**config.mk**
```make
export PLATFORM = sky130hd
export DESIGN_NAME = univ_shift_reg
export DESIGN_NICKNAME = d
export VERILOG_FILES = /design/src/rtl/univ_shift_reg.sv
export SDC_FILE = /design/constraint.sdc
export NUM_CORES = 1
export LEC_CHECK = 0
export CORE_UTILIZATION = 47
export CTS_BUF_LIST = sky130_fd_sc_hd__clkbuf_8
export DETAILED_ROUTE_END_ITERATION = 7
export PLACE_DENSITY = 0.87
export RECOVER_POWER = 100
export SLEW_MARGIN = 20
export SYNTH_ARGS = -nofsm -noshare
export SYNTH_HDL_FRONTEND = slang
export SYNTH_SLANG_ARGS = --single-unit
```
**constraint.sdc**
```tcl
create_clock -name clk -period 1.92 [get_ports clk]
set_input_delay 0.384 -clock clk [delete_from_list [all_inputs] [get_ports clk]]
set_output_delay 0.384 -clock clk [all_outputs]
set_load 0.05 [all_outputs]
```
**src/rtl/univ_shift_reg.sv**
```systemverilog
// Universal WIDTH-bit register: hold, load, logical/arithmetic shift, rotate and clear,
// with complemented output, registered carry-out and a combinational zero flag.
module univ_shift_reg #(
  parameter int                 WIDTH       = 8,
  parameter logic [WIDTH-1:0]   RESET_VALUE = '0
) (
  input  logic             clk,
  input  logic             rst,
  input  logic             en,
  input  logic [2:0]       mode,
  input  logic [WIDTH-1:0] d,
  input  logic             sin_l,
  input  logic             sin_r,
  output logic [WIDTH-1:0] q,
  output logic [WIDTH-1:0] nq,
  output logic             co,
  output logic             zero
);

  typedef enum logic [2:0] {
    MODE_HOLD = 3'b000,
    MODE_LOAD = 3'b001,
    MODE_SHL  = 3'b010,
    MODE_SHR  = 3'b011,
    MODE_ROL  = 3'b100,
    MODE_ROR  = 3'b101,
    MODE_ASR  = 3'b110,
    MODE_CLR  = 3'b111
  } mode_e;

  logic [WIDTH-1:0] q_reg, q_next;
  logic             co_reg, co_next;
  mode_e            mode_sel;

  assign mode_sel = mode_e'(mode);

  always_comb begin
    q_next  = q_reg;
    co_next = co_reg;
    if (en) begin
      case (mode_sel)
        MODE_LOAD: begin
          q_next  = d;
          co_next = 1'b0;
        end
        MODE_SHL: begin
          q_next  = {q_reg[WIDTH-2:0], sin_l};
          co_next = q_reg[WIDTH-1];
        end
        MODE_SHR: begin
          q_next  = {sin_r, q_reg[WIDTH-1:1]};
          co_next = q_reg[0];
        end
        MODE_ROL: begin
          q_next  = {q_reg[WIDTH-2:0], q_reg[WIDTH-1]};
          co_next = q_reg[WIDTH-1];
        end
        MODE_ROR: begin
          q_next  = {q_reg[0], q_reg[WIDTH-1:1]};
          co_next = q_reg[0];
        end
        MODE_ASR: begin
          q_next  = {q_reg[WIDTH-1], q_reg[WIDTH-1:1]};
          co_next = q_reg[0];
        end
        MODE_CLR: begin
          q_next  = '0;
          co_next = 1'b0;
        end
        default: begin
          q_next  = q_reg;
          co_next = co_reg;
        end
      endcase
    end
  end

  // Reset wins over any operation in flight; nothing is partially committed.
  always_ff @(posedge clk or posedge rst) begin
    if (rst) begin
      q_reg  <= RESET_VALUE;
      co_reg <= 1'b0;
    end else begin
      q_reg  <= q_next;
      co_reg <= co_next;
    end
  end

  // nq comes straight from the same flops as q, so the two can never disagree.
  genvar gi;
  generate
    for (gi = 0; gi < WIDTH; gi++) begin : g_nq
      assign nq[gi] = ~q_reg[gi];
    end
  endgenerate

  assign q    = q_reg;
  assign co   = co_reg;
  assign zero = (q_reg == '0);

endmodule

```
==> impl_metrics.py <==
metrics = {
    "outcome": {
        "status": "finished with violations",
        "failed_checks": "design-rule violations",
    },
    "clock_tree": {
        "clock_sinks": 9,
        "insertion_delay_ns": 0.23,
        "hold_buffers": 0,
        "cts_buffers": 3,
        "cts_tree": "built",
        "clockBufferDepth": 2,
        "h-tree-depth": 1,
        "clkTransAtPathRegs_ns": 0.05,
        "cts-root-buf": "clkbuf_8",
    },
    "worst_setup_path": {
        "end_kind": "register",
        "path_class": "in2reg",
        "worstSetupStartpointType": "primary input",
        "critPathArrivalTime_ns": 1.92,
        "required_ns": 2.03,
        "cp_max_fo": 7,
    },
    "logic_synthesis": {
        "syn-num-nets": 105,
        "ys_warn_count": 0,
        "syn_inst": 88,
        "syn_avg_cell_area_um2": 9.16,
        "yosysSeqAreaShare": 0.280,
        "syn-cell-area_um2": 806,
        "synth.distinct_cells": 29,
        "synth-seq-cells": 9,
    },
    "layout": {
        "fillCellCount": 128,
        "fin_cells": 148,
        "largest_reg_flops": 8,
        "syn_to_final_growth_pct": 44.1,
        "postLayoutCellArea_um2": 1160,
        "mostFrequentLayoutCell": "buf_4",
        "final_cell_mix": "14 x buf_4, 13 x clkdlybuf4s50_1, 13 x clkbuf_1",
        "layout.nets": 150,
        "drive_gt1_frac": 0.258,
        "insertedDiodeCount": 0,
        "utilization": 0.745,
    },
    "pwr": {
        "leakagePower_nw": 0.517,
        "vdd_drop_max_v": 0.000783,
        "powerDensity_nw_per_um2": 975,
        "total_power_mw": 1.13,
    },
    "sta": {
        "tightest_slew_ns": 0.612,
        "max_freq_mhz": 552,
        "hold_viol": 0,
        "period_share": 0.943,
        "min_period_ns": 1.81,
        "maxSlewHeadroom": 0.594,
        "drv_slew": 0,
        "tns_ns": 0,
        "setup_viol": 0,
        "skew_ns": 0.000332,
        "rsz0062_at_grt": "false",
    },
    "detailed_routing": {
        "vias_per_cell": 5.86,
        "drc_errors": 4,
        "antenna_left": 0,
        "totalWireLength_um": 2350,
        "wl_per_cell_um": 15.9,
        "drt_iter0_drc": 15,
        "routed-via-count": 867,
        "drt-pass1-iter-count": 7,
    },
    "floorplan": {
        "fp-row-count": 14,
        "die-width_um": 43.4,
        "initial_core_util": 0.517,
        "die-area_um2": 1880,
        "die_h_um": 43.4,
        "ios": 34,
        "core_um2": 1560,
    },
    "global_route": {
        "grt_pass1_vias": 882,
        "grt_pass1_wl_um": 3950,
        "grt_max_degree": 17,
        "antenna_found_initial": 0,
        "gr-total-overflow": 0,
        "grt_usage": 0.281,
    },
    "place": {
        "io_buffers": 33,
        "gp_congestion": 0.788,
        "dpl-instance-area_um2": 1190,
        "hpwlAfterDp_um": 1700,
        "dp_cells": 144,
    },
    "hold_path": {
        "holdCritPathClass": "reg2reg",
    },
    "job": {
        "maxCapViolations": 0,
    },
}
==> path summary, 6_finish.rpt <==
path                       startpoint    to  slack, ns  depth (start not counted)
setup / recovery              mode[2]  q[6]       0.11                          6
hold / removal                     co    co       0.55                          2
setup reg to reg                 q[7]  q[6]       0.57                          4
hold reg to reg                    co    co       0.55                          2
max in group asynchronous         rst  q[0]       1.07                          2
min in group asynchronous         rst  q[5]       0.57                          2
==> per-layer routing <==
metal,vias up,track usage,part of all wire
li1,404,-,-
met1,425,0.346,0.42
met2,36,0.506,0.52
met3,2,0.0333,0.059
met4,0,0.100,0.0017
met5,-,0,0
==> synth_stat cells <==
cell       count  area (µm²)
and3b_1        1        8.76
buf_6          3        33.8
buf_8          1        15.0
o31ai_1        1        7.51
a21oi_1        5        25.0
nand3b_1       4        30.0
o31ai_4        1        21.3
nor2_1         1        3.75
a211oi_2       1        12.5
nand4_1        2        12.5
xnor2_1        1        8.76
xnor2_2        1        16.3
nand2_1        8        30.0
o31ai_2        1        12.5
o32ai_1        1        8.76
a21o_1         1        7.51
mux2_2         6        67.6
o21ai_1        6        30.0
a2bb2oi_1      6        52.6
nor2b_1        2        12.5
mux2i_1        7        70.1
inv_1         11        41.3
buf_2          2        10.0
nor3_1         2        10.0
nand2b_1       1        6.26
a31oi_1        1        6.26
a21boi_0       1        7.51
ha_1           1        12.5
dfrtp_1        9         225
==> worst max-delay path: stages <==
cell	delay [ns]
clkdlybuf4s50_1	0.59
xnor2_1	0.17
buf_4	0.19
a2bb2oi_1	0.22
o21ai_1	0.09
mux2_2	0.27
==> power by group <==
group          total [mW]  internal (mW)  switching (mW)
Combinational       0.631          0.203           0.428
Sequential          0.287          0.227          0.0606
Clock               0.214          0.139          0.0745
Total                1.13          0.569           0.563
==> final cells by class <==
class,count,area [µm²],area share
multi-input combinational,62,475,0.409
inverter,11,48.8,0.0420
timing repair buffer,46,347,0.298
clock inverter,1,3.75,0.00323
clock buffer,3,41.3,0.0356
tap,16,20.0,0.0172
sequential,9,225,0.194
==> kinds of logic (layout without fill, tap and decap cells) <==
| family | after synthesis | in the layout | share of synthesized area |
|---|---|---|---|
| compound gates | 25 | 25 | 0.238 |
| xor+xnor | 2 | 2 | 0.0311 |
| fa+ha+maj | 1 | 1 | 0.0155 |
| buf+inv | 17 | 61 | 0.124 |
| flops | 9 | 9 | 0.280 |
| mux | 13 | 13 | 0.171 |
| simple gates | 21 | 21 | 0.141 |
==> metrics by stage <==
| stage | setup slack (ns) | hold WS [ns] |
|---|---|---|
| floorplan | 0.00766 | 0.212 |
| global placement | -0.0937 | 0.522 |
| detailed placement | -0.171 | 0.554 |
| CTS | 0.0435 | 0.444 |
| global route | 0.0448 | 0.589 |
| finish | 0.109 | 0.554 |
==> timing repair <==
| item | in CTS | in global routing |
|---|---|---|
| endpoints found under the setup margin | 0 | 8 |
| gates resized for setup | 0 | 2 |
| buffers inserted | 0 | 0 |
Note: power is estimated with default switching activity, not from simulation.
